[src/rtl/channel_ctl_pkg.sv]
// Shared types for the LED channel controller: SPI command codes, decoder
// states and configuration register indices.
package channel_ctl_pkg;

  typedef enum logic [7:0] {
    CMD_CONF_WR = 8'h2A,
    CMD_ADDR_WR = 8'h2B,
    CMD_DATA_WR = 8'h2C,
    CMD_CONF_RD = 8'h2D
  } cmd_e;

  typedef enum logic [2:0] {
    ST_IDLE    = 3'd0,
    ST_CONF_WR = 3'd1,
    ST_CONF_RD = 3'd2,
    ST_ADDR_WR = 3'd3,
    ST_DATA_WR = 3'd4,
    ST_DONE    = 3'd5
  } state_e;

  localparam logic [2:0] REG_T0H      = 3'd0;
  localparam logic [2:0] REG_T0L      = 3'd1;
  localparam logic [2:0] REG_T1H      = 3'd2;
  localparam logic [2:0] REG_T1L      = 3'd3;
  localparam logic [2:0] REG_CHAN_LEN = 3'd4;
  localparam logic [2:0] REG_CHAN_CNT = 3'd5;
  localparam logic [2:0] NUM_REGS     = 3'd6;

endpackage

[src/rtl/led_regfile.sv]
// Six 8-bit timing/geometry registers with a combinational read port.
// Addresses 6 and 7 read as zero and drop writes.
module led_regfile
  import channel_ctl_pkg::*;
(
  input  logic       clk_i,
  input  logic       rst_n_i,
  input  logic [2:0] rd_addr_i,
  input  logic       wr_en_i,
  input  logic [2:0] wr_addr_i,
  input  logic [7:0] wr_data_i,
  output logic [7:0] rd_data_o,
  output logic [7:0] t0h_o,
  output logic [7:0] t0l_o,
  output logic [7:0] t1h_o,
  output logic [7:0] t1l_o,
  output logic [7:0] chan_len_o,
  output logic [3:0] chan_cnt_o
);

  logic [7:0] t0h_q, t0l_q, t1h_q, t1l_q, chan_len_q;
  logic [3:0] chan_cnt_q;

  always_ff @(posedge clk_i or negedge rst_n_i) begin
    if (!rst_n_i) begin
      t0h_q      <= 8'h00;
      t0l_q      <= 8'h00;
      t1h_q      <= 8'h00;
      t1l_q      <= 8'h00;
      chan_len_q <= 8'h00;
      chan_cnt_q <= 4'h0;
    end else if (wr_en_i) begin
      case (wr_addr_i)
        REG_T0H:      t0h_q      <= wr_data_i;
        REG_T0L:      t0l_q      <= wr_data_i;
        REG_T1H:      t1h_q      <= wr_data_i;
        REG_T1L:      t1l_q      <= wr_data_i;
        REG_CHAN_LEN: chan_len_q <= wr_data_i;
        REG_CHAN_CNT: chan_cnt_q <= wr_data_i[3:0];
        default: ;
      endcase
    end
  end

  always_comb begin
    rd_data_o = 8'h00;
    case (rd_addr_i)
      REG_T0H:      rd_data_o = t0h_q;
      REG_T0L:      rd_data_o = t0l_q;
      REG_T1H:      rd_data_o = t1h_q;
      REG_T1L:      rd_data_o = t1l_q;
      REG_CHAN_LEN: rd_data_o = chan_len_q;
      REG_CHAN_CNT: rd_data_o = {4'h0, chan_cnt_q};
      default: ;
    endcase
  end

  assign t0h_o      = t0h_q;
  assign t0l_o      = t0l_q;
  assign t1h_o      = t1h_q;
  assign t1l_o      = t1l_q;
  assign chan_len_o = chan_len_q;
  assign chan_cnt_o = chan_cnt_q;

endmodule

[src/rtl/led_channel_ctl.sv]
// SPI byte-stream decoder: command FSM, config register access and LED RAM
// write sequencing. Define CHANNEL_CTL_CONF_RD_EN to enable register readback.
// Handshake: spi_byte_vld_i is a single-cycle strobe with no back-pressure;
// every strobed byte is consumed in its cycle and any RAM write it causes
// appears on the ram_wr_* outputs for exactly the following cycle.
module led_channel_ctl
  import channel_ctl_pkg::*;
#(
  parameter int CHAN_NUM = 16,
  parameter int ADDR_W   = 8
) (
  input  logic                clk_i,
  input  logic                rst_n_i,
  input  logic                dc_i,
  input  logic                spi_byte_vld_i,
  input  logic [7:0]          spi_byte_data_i,
  output logic [7:0]          reg_rd_data_o,
  output logic [7:0]          reg_t0h_o,
  output logic [7:0]          reg_t0l_o,
  output logic [7:0]          reg_t1h_o,
  output logic [7:0]          reg_t1l_o,
  output logic [7:0]          reg_chan_len_o,
  output logic [3:0]          reg_chan_cnt_o,
  output logic [CHAN_NUM-1:0] ram_wr_en_o,
  output logic [ADDR_W-1:0]   ram_wr_addr_o,
  output logic [3:0]          ram_wr_byte_en_o,
  output logic [7:0]          ram_wr_data_o,
  output logic                ram_wr_done_o,
  output logic [2:0]          dbg_state_o
);

  state_e              state_q, state_d;
  logic [1:0]          lane_q;
  logic [ADDR_W-1:0]   led_q;
  logic [3:0]          chan_q;
  logic [2:0]          wr_idx_q;
  logic [CHAN_NUM-1:0] wr_en_q;
  logic [ADDR_W-1:0]   wr_addr_q;
  logic [3:0]          wr_be_q;
  logic [7:0]          wr_data_q;
  logic                done_q;
  logic [2:0]          rd_addr;

  logic cmd_vld, data_vld, lane_last, led_last, chan_last, frame_last;

  assign cmd_vld    = spi_byte_vld_i & ~dc_i;
  assign data_vld   = spi_byte_vld_i & dc_i;
  assign lane_last  = (state_q == ST_ADDR_WR) || (lane_q == 2'd2);
  assign led_last   = (led_q == ADDR_W'(reg_chan_len_o));
  assign chan_last  = (chan_q == reg_chan_cnt_o);
  assign frame_last = lane_last && led_last && chan_last;

  always_comb begin
    state_d = ST_IDLE;
    case (spi_byte_data_i)
      CMD_CONF_WR: state_d = ST_CONF_WR;
      CMD_ADDR_WR: state_d = ST_ADDR_WR;
      CMD_DATA_WR: state_d = ST_DATA_WR;
`ifdef CHANNEL_CTL_CONF_RD_EN
      CMD_CONF_RD: state_d = ST_CONF_RD;
`endif
      default: ;
    endcase
  end

`ifdef CHANNEL_CTL_CONF_RD_EN
  logic [2:0] rd_ptr_q;
  assign rd_addr = rd_ptr_q;
`else
  // Unmapped address 6 always reads zero, so readback is constant 0x00.
  assign rd_addr = 3'd6;
`endif

  always_ff @(posedge clk_i or negedge rst_n_i) begin
    if (!rst_n_i) begin
      state_q   <= ST_IDLE;
      lane_q    <= 2'd0;
      led_q     <= '0;
      chan_q    <= 4'd0;
      wr_idx_q  <= 3'd0;
      wr_en_q   <= '0;
      wr_addr_q <= '0;
      wr_be_q   <= 4'd0;
      wr_data_q <= 8'h00;
      done_q    <= 1'b0;
`ifdef CHANNEL_CTL_CONF_RD_EN
      rd_ptr_q  <= 3'd0;
`endif
    end else begin
      wr_en_q   <= '0;
      wr_addr_q <= '0;
      wr_be_q   <= 4'd0;
      wr_data_q <= 8'h00;
      done_q    <= 1'b0;
      if (cmd_vld) begin
        state_q  <= state_d;
        lane_q   <= 2'd0;
        led_q    <= '0;
        chan_q   <= 4'd0;
        wr_idx_q <= 3'd0;
`ifdef CHANNEL_CTL_CONF_RD_EN
        rd_ptr_q <= 3'd0;
`endif
      end else if (data_vld) begin
        case (state_q)
          ST_CONF_WR: if (wr_idx_q != NUM_REGS) wr_idx_q <= wr_idx_q + 3'd1;
`ifdef CHANNEL_CTL_CONF_RD_EN
          ST_CONF_RD: rd_ptr_q <= rd_ptr_q + 3'd1;
`endif
          ST_ADDR_WR, ST_DATA_WR: begin
            wr_en_q   <= CHAN_NUM'(1) << chan_q;
            wr_addr_q <= led_q;
            wr_be_q   <= (state_q == ST_ADDR_WR) ? 4'b1000 : (4'b0001 << lane_q);
            wr_data_q <= spi_byte_data_i;
            done_q    <= frame_last && (state_q == ST_DATA_WR);
            // Lane is innermost, then LED, then channel; each wraps on carry.
            if (!lane_last) begin
              lane_q <= lane_q + 2'd1;
            end else begin
              lane_q <= 2'd0;
              if (!led_last) begin
                led_q <= led_q + 1'b1;
              end else begin
                led_q <= '0;
                if (!chan_last) begin
                  chan_q <= chan_q + 4'd1;
                end else begin
                  chan_q  <= 4'd0;
                  state_q <= ST_DONE;
                end
              end
            end
          end
          default: ;
        endcase
      end
    end
  end

  led_regfile u_regfile (
    .clk_i      (clk_i),
    .rst_n_i    (rst_n_i),
    .rd_addr_i  (rd_addr),
    .wr_en_i    (data_vld && (state_q == ST_CONF_WR) && (wr_idx_q < NUM_REGS)),
    .wr_addr_i  (wr_idx_q),
    .wr_data_i  (spi_byte_data_i),
    .rd_data_o  (reg_rd_data_o),
    .t0h_o      (reg_t0h_o),
    .t0l_o      (reg_t0l_o),
    .t1h_o      (reg_t1h_o),
    .t1l_o      (reg_t1l_o),
    .chan_len_o (reg_chan_len_o),
    .chan_cnt_o (reg_chan_cnt_o)
  );

  assign ram_wr_en_o      = wr_en_q;
  assign ram_wr_addr_o    = wr_addr_q;
  assign ram_wr_byte_en_o = wr_be_q;
  assign ram_wr_data_o    = wr_data_q;
  assign ram_wr_done_o    = done_q;
  assign dbg_state_o      = state_q;

endmodule

[config.mk]
export PLATFORM = sky130hd
export DESIGN_NAME = led_channel_ctl
export DESIGN_NICKNAME = d
export VERILOG_FILES = /design/src/rtl/channel_ctl_pkg.sv /design/src/rtl/led_regfile.sv /design/src/rtl/led_channel_ctl.sv
export SDC_FILE = /design/constraint.sdc
export NUM_CORES = 1
export LEC_CHECK = 0
export CORE_ASPECT_RATIO = 0.8
export CORE_UTILIZATION = 52
export DETAILED_ROUTE_END_ITERATION = 12
export PLACE_DENSITY = 0.83
export SETUP_SLACK_MARGIN = 0.3
export SLEW_MARGIN = 20
export SYNTH_ARGS = -nofsm -noshare
export SYNTH_HDL_FRONTEND = slang
export SYNTH_SLANG_ARGS = --single-unit
[constraint.sdc]
create_clock -name clk_i -period 2.9 [get_ports clk_i]
set_input_delay 0.29 -clock clk_i [delete_from_list [all_inputs] [get_ports clk_i]]
set_output_delay 0.29 -clock clk_i [all_outputs]
set_load 0.02 [all_outputs]
---- Word level (Yosys, flattened, before mapping) ----
Cells that the tools add are included.
storage, ports and cells
  register bits after elaboration ......... 101
  logic and storage cells ................. 109
cells by class
  equality and inequality tests ........... 15
  reduce and logical (&&, ||, !) cells .... 26
  $add $sub $neg .......................... 4
  shifts and indexed selects .............. 2
  mux-type cells .......................... 42
  order comparisons ....................... 1
  bitwise logic cells ..................... 3
operators with widths
  cell                                               number
  two-way mux 8 bit                                  11
  two-way mux 16 bit                                 3
  two-way mux 4 bit                                  10
  two-way mux 3 bit                                  10
  == test 8 x 6 -> 1 bit (second input constant)     3
  << shifter 1 x 4 -> 16 bit (first input constant)  1
  AND reduction 2 bit                                7
  nonzero test 2 bit                                 7
  == test 3 x 2 -> 1 bit (second input constant)     3
  == test 3 bit (second input constant)              3
  one-hot mux 3 bit (3 select lines)                 1
  adder 8 x 1 -> 8 bit (second input constant)       1
  == test 8 bit                                      1
  two-way mux 2 bit                                  4
  == test 3 x 1 -> 1 bit (second input constant)     2
  AND reduction 3 bit                                2
  logical AND 1 bit                                  5
  AND reduction 5 bit                                1
  adder 4 x 1 -> 4 bit (second input constant)       1
  == test 4 bit                                      1
  AND reduction 4 bit                                1
  << shifter 1 x 2 -> 4 bit (first input constant)   1
  adder 3 x 1 -> 3 bit (second input constant)       1
  zero test 3 bit                                    1
  other kinds (9)                                    12

---- Longest topological paths before layout ----
  word-level depth ........................ 8
  mapped depth ............................ 8
  depth with buffers taken out ............ 7

---- Cells and area by module ----
A second synthesis with hierarchy kept.
unflattened totals
  cells, all modules ...................... 383
  area, all modules ....................... 4,710.8 µm²
by module, submodules not included
  module           area each (µm²)  sequential area each (µm²)  instances  cells each
  led_channel_ctl  2,647.5          1,426.4                     1          236
  led_regfile      2,063.2          1,101.1                     1          147

---- Worst setup path after synthesis ----
Ideal clock, no wire load.
  path type ............................... register to register
  start point ............................. register state_q[1], in the netlist dbg_state_o[1]
  end point ............................... register led_q[0]
  setup slack ............................. 1.164 ns
  buffers on the path ..................... 2
  required time ........................... 2.775 ns
  stages on the path, launching flop included .. 7
  arrival time ............................ 1.611 ns
  cell sequence ........................... dfrtp_1 > buf_2 > and4bb_2 > o31ai_2 > buf_6 > nor2_1 > mux2_2
between the ends
  longest elaborated chain between the ends .. 4
  elaborated cells on any way between the ends .. 7
  classes of those cells .................. 2 x eq/ne; 5 x reduce/logical
ends and longest elaborated chain
  element                                                  RTL line                                       text
  start: declaration                                       led_channel_ctl.sv:32                          state_e state_q, state_d;
  start signal: assignment                                 led_channel_ctl.sv:96                          state_q <= state_d;
  == test 3 x 2 -> 1 bit or == test 3 bit (tied branches)  led_channel_ctl.sv:48, led_channel_ctl.sv:105
  OR reduction 2 bit or logical OR 1 bit (tied branches)   led_channel_ctl.sv:105, led_channel_ctl.sv:48
  nonzero test 2 bit (no line)                             --
  AND reduction 3 bit (no line) (*)                        --
  end signal: assignment                                   led_channel_ctl.sv:122                         led_q <= led_q + 1'b1;
  end: declaration                                         led_channel_ctl.sv:34                          logic [ADDR_W-1:0] led_q;
Every way passes the cells marked *; elsewhere a longest branch is shown, timed or not.
A chain may end at the register's enable or synchronous reset.

---- Worst setup path after layout ----
  start point ............................. input spi_byte_vld_i
  end point ............................... register u_regfile.t1h_q[3], in the netlist u_regfile.t1h_o[3]
between the ends
  longest elaborated chain between the ends .. 4
ends and longest elaborated chain
  element                          RTL line                text
  start: declaration               led_channel_ctl.sv:15   input logic spi_byte_vld_i,
  bitwise AND 1 bit                led_channel_ctl.sv:47   assign data_vld = spi_byte_vld_i & dc_i;
  logical AND 1 bit (2 in series)  led_channel_ctl.sv:144  .wr_en_i (data_vld && (state_q == ST_CONF_WR) && (wr_idx_q < NUM_REGS)),
  AND reduction 2 bit (no line)    --
  end signal: assignment           led_regfile.sv:36       REG_T1H: t1h_q <= wr_data_i;
  end: declaration                 led_regfile.sv:21       logic [7:0] t0h_q, t0l_q, t1h_q, t1l_q, chan_len_q;
No other way between the ends.

==> impl_results.md <==
- Outcome: finished, final reports clean
- Core Rows: 29
- Worst min path class: primary input to asynchronous set/reset pin
- Die width: 104.7 µm
- Cell depth of the worst flop-to-flop path: 5
- Post-layout min period: 2.119 ns
- Critical Path RT: 3.15 ns
- NumNets Final: 473
- RSZ-0062 raised after global routing: false
- IO buf count: 95
- Clk sink count: 101
- Root Buffer: clkbuf_8
- RR Startpoint: led_q[1]
- CP max stage delay: 0.62 ns
- Clk_skew: 0.006764 ns
- # fillers: 597
- CP Launch Type: primary input
- CTS Hold Bufs: 0
- Routability congestion estimate from global placement: 0.8208
- Max IR drop VDD: 0.5921 mV
- GRT overflow: 0
- Reg-to-reg setup timing slack: 0.91 ns
- Hpwl dp: 6552 µm
- FF+latch count, synth: 101
- Async set-reset flop share out of synthesis: 100.0%
- Levels on crit path: 5
- DRC viols: 0
- Commonest cells after routing, fill and taps aside: dfrtp_1, clkdlybuf4s50_1, mux2_2
- Critical path's slowest cell: clkdlybuf4s50_1
- Area occupied by multi-input gates: 0.001703 mm²
- Kind of critical path: primary input to register
- Maximum clock insertion buffer count: 2
- Slew HR: 38.79%
- Most common cell after layout, fill and taps aside: dfrtp_1
- Initial Util: 54.52%
- Synth cell types: 52
- Die H: 84.20 µm
- Via count: 2,961
- Drt via density: 5.306
- CP max FO: 9
- Worst-path cell chain: clkdlybuf4s50_1 -> nand2_1 -> nor4_1 -> and2_1 -> mux2_2
- Crit path from: spi_byte_vld_i
- All-Layer GR Usage: 22.40%
- Placed Area: 0.005400 mm²
- Critical Path End: u_regfile.t1h_o[3]
- Remaining antenna violation count: 0
- Initial DRC Count: 152
- Worst skew pair latency: 0.37 ns
- Actual slew at the worst max-slew pin: 0.9181 ns
- EDFF count, synth: 0
- Mean Syn Cell Area: 12.66 µm²
- Syn Inst Count: 347
- Die ar.: 0.008820 mm²
- TritonCTS clock tree: yes
- Share of cells above drive strength 1: 17.78%
- Main flop type after synthesis: dfrtp_1
- TritonCTS Buffers: 9
- Global-route wire length before repair: 15,100 µm
- Register Area: 0.002527 mm²
- Clock-pin slew of the registers on the worst-case setup and hold paths: 0.09 ns
- Fin area: 0.005622 mm²
- Vias in the first global route: 2,985
- Fin. Hold Viols: 0
- Io pins: 104
- Crit path arrival time: 2.37 ns
- # Max-Cap Violations: 0
- Final setup fails: 0
- WL final: 9039 µm
- Leak: 0.002663 µW
- Pins over their slew limit: 0
- DR WL/cell: 16.20 µm
- Area Growth Syn to Fin: 28.01%
- FMAX: 0.4720 GHz
- Antenna cells: 0
- Setup TNS: 0 ns
- Yosys warning total: 0
- Reg-to-reg critical path endpoint: chan_q[3]
- Initial antenna violation count: 0
- H-tree Lvls: 3
- CP bufs+invs: 1
- DP Cell Count: 542
- CP top delay family: simple AND/OR/NAND/NOR gates
- Core area: 0.008055 mm²
- Sequential share of the synthesized area: 57.55%
- Fin crit share: 73.06%
- Drt pass-1 iters: 4
- Crit end category: register
- Pin count of the biggest net entering global routing: 79
- Post-CTS Setup Repair Bufs: 0
- Power Total: 4269 µW
- Post-Syn Area: 0.004392 mm²
- Non-Filler Instances: 558
- Pwr Density: 759.4 mW/mm²
- PostCTS Resize Cnt: 0
-- cell usage after synthesis, drive strengths merged (2+ instances only) --
library cell	number	area share [%]
a21o	2	0.51
a21oi	5	0.57
a22o	5	1.0
and2	23	3.3
and3	7	1.1
and3b	2	0.43
buf	16	2.7
clkbuf	3	0.26
dfrtp	101	58
ha	16	4.6
inv	15	1.3
mux2	45	12
nand2	18	1.6
nand2b	3	0.43
nand3	6	0.68
nor2	10	0.85
nor2b	4	0.74
nor3	10	1.3
nor4	11	1.9
o21ai	12	1.4
o31ai	2	0.46
xnor2	5	1.0
xor2	8	1.6
-- cell families after synthesis --
kind of cell	share of synthesized area, %
XOR/XNOR	2.593
multiplexers	11.77
AND/OR/NAND/NOR	13.48
buffers and inverters	4.273
AO/OA/AOI/OAI	5.698
flip-flops	57.55
other	0.08539
adder cells (fa/ha/maj)	4.558
-- power breakdown --
| part | internal, µW | switching (µW) | total (µW) |
|---|---|---|---|
| logic | 673 | 759 | 1430 |
| clock network | 492 | 488 | 980 |
| registers | 1650 | 210 | 1860 |
-- metal layers --
metal	track usage (%)	vias to the layer above	part of all wire [%]
met5	0	-	0
met1	28.47	1478	43
li1	-	1368	-
met2	36.72	97	50
met3	6.599	18	5.4
met4	8.451	0	1.7
-- area by class of cell --
class | count | share of cell area (%)
Clock inverter | 7 | 1.736
Sequential cell | 101 | 44.96
Timing Repair Buffer | 99 | 17.40
Inverter | 15 | 1.002
Tap cell | 108 | 2.404
Clock buffer | 9 | 2.203
Multi-Input combinational cell | 219 | 30.29
-- sequential cells by signal (all words and copies together) (netlist names), 3 cells and up --
signal,flops
u_regfile.t1h_o,8
led_q,8
u_regfile.t0h_o,8
dbg_state_o,3
ram_wr_data_o,8
ram_wr_addr_o,8
wr_idx_q,3
ram_wr_byte_en_o,4
u_regfile.chan_len_o,8
u_regfile.t0l_o,8
ram_wr_en_o,16
chan_q,4
u_regfile.t1l_o,8
u_regfile.chan_cnt_o,4
-- metrics by stage --
step / utilization (%) / setup slack (ns) / hold WS (ns)
after floorplan: - / 1.164 / -0.005591
after global placement: 67.04 / 0.5151 / 0.4768
after detailed placement: 67.04 / 0.4047 / 0.4844
after CTS: 69.79 / 0.7889 / 0.07706
after global routing: 69.79 / 0.6048 / 0.1196
final: 69.79 / 0.7812 / 0.04570
-- how the worst min path moves through the flow --
stage / startpoint / end / slack (ns) / cells after the start
floorplan: rst_n_i / chan_q[0] / -0.006 / 0
global placement: rst_n_i / ram_wr_en_o[8] / 0.48 / 1
detailed placement: rst_n_i / ram_wr_en_o[12] / 0.48 / 1
CTS: rst_n_i / ram_wr_en_o[7] / 0.08 / 1
global route: rst_n_i / ram_wr_en_o[7] / 0.12 / 1
finish: rst_n_i / ram_wr_en_o[7] / 0.05 / 1
Power figures use the tool's default switching activity.
==> RTL edit, RTL diff (same flow settings) <==
Build with the macro `CHANNEL_CTL_CONF_RD_EN` defined.
--- a/src/rtl/led_channel_ctl.sv
+++ b/src/rtl/led_channel_ctl.sv
@@ -5,2 +5,4 @@
 // appears on the ram_wr_* outputs for exactly the following cycle.
+`define CHANNEL_CTL_CONF_RD_EN
+
 module led_channel_ctl
Function: changed (Yosys sat finds a counterexample within 4 cycles, from zero or initial values and one cycle with rst_n_i low).
==> RTL edit against the original RTL <==
Non-clock buffer count increased by 10. Worst setup slack got worse by 550 ps. Area after synthesis up 8.8%. Design area is 12% higher. Sequential cell count up 3. Largest cell class unchanged. Wire length grew 27%. Critical path depth stayed put. Highest routed layer unchanged. Via count is 20% higher. Count of clock-buffer cells in the layout grew 3. Total power up 2.4%. Critical endpoint is now reg_rd_data_o[3].
==> RTL edit: results (changes against the original RTL) <==
outcome: "completed"  # unchanged
multi_input_area_um2: 2070  # was 1700 µm²
port_buffers: 103  # was 95
multi_input_cells: 254  # was 219
tightest_slew_ps: 931  # was 918 ps
fillCellCount: 612  # was 597
layout.nonclk_buf_share_pct: 17.1  # was 17.4%
skew_ps: 5.63  # was 6.76 ps
gp_congestion: 0.838  # was 0.821
ir_worst_vdd_v: 0.000446  # was 0.000592 V
min_period_ps: 2670  # was 2120 ps
clock_cell_area_share_pct: 5.30  # was 3.94%
nClkBuffers: 12  # was 9
cp_max_fo: 8  # was 9
synthDistinctLibCells: 51  # was 52
synth-adder-area-share_pct: 5.50  # was 4.56%
grt_util_all_layers_pct: 25.3  # was 22.4%
synth_area_leaders: "dfrtp_1 54%, mux2_1 9.0%, ha_1 5.5%, and2_1 3.1%, mux2_2 2.6%"  # was dfrtp_1 58%, mux2_2 12%, ha_1 4.6%, and2_1 3.1%, buf_4 1.9%
clk_pin_slew_ps: 70  # was 90 ps
fin_hold_ws_ps: 89.5  # was 45.7 ps
cts_resized: 6  # was 0
synthCells: 389  # was 347
wirelength_mm: 11.5  # was 9.04 mm
critPathMaxStageDelay_ps: 550  # was 620 ps
sh_seq_area_pct: 41.4  # was 45.0%
finalNonFillerCells: 611  # was 558
clock-root-buffer: "clkbuf_16"  # was clkbuf_8
drtIter0Drc: 225  # was 152
grt_pass1_wl_mm: 18.3  # was 15.1 mm
-- RTL edit: cell count changes in the layout (fill, tap and decap cells not counted), moves of 6 or more --
cell / change
a21oi_1: +6
and3_1: +13
clkbuf_16: +9
clkbuf_8: -7
conb_1: -8
mux2_1: +38
mux2_2: -34
nor3_1: -9
nor4_1: -7
o21ai_1: +11
-- RTL edit: power breakdown --
part | internal, mW | switching, mW
Clock | 0.805 | 0.514
Sequential | 1.63 | 0.182
Combinational | 0.585 | 0.656
-- RTL edit: per-layer routing --
layer | GRT usage, % | routed length, µm | vias up
li1 | - | - | 1593
met1 | 36.4 | 5210 | 1787
met2 | 39.2 | 5380 | 154
met3 | 5.06 | 725 | 13
met4 | 7.52 | 143 | 0
met5 | 0 | 0 | -
-- RTL edit: critical path, delay by kind of cell, from the launching register on --
kind            cells  cell delay (ps)
buf+inv             1              550
fa+ha+maj           2              540
flops               1              430
compound gates      1              420
simple gates        1              100
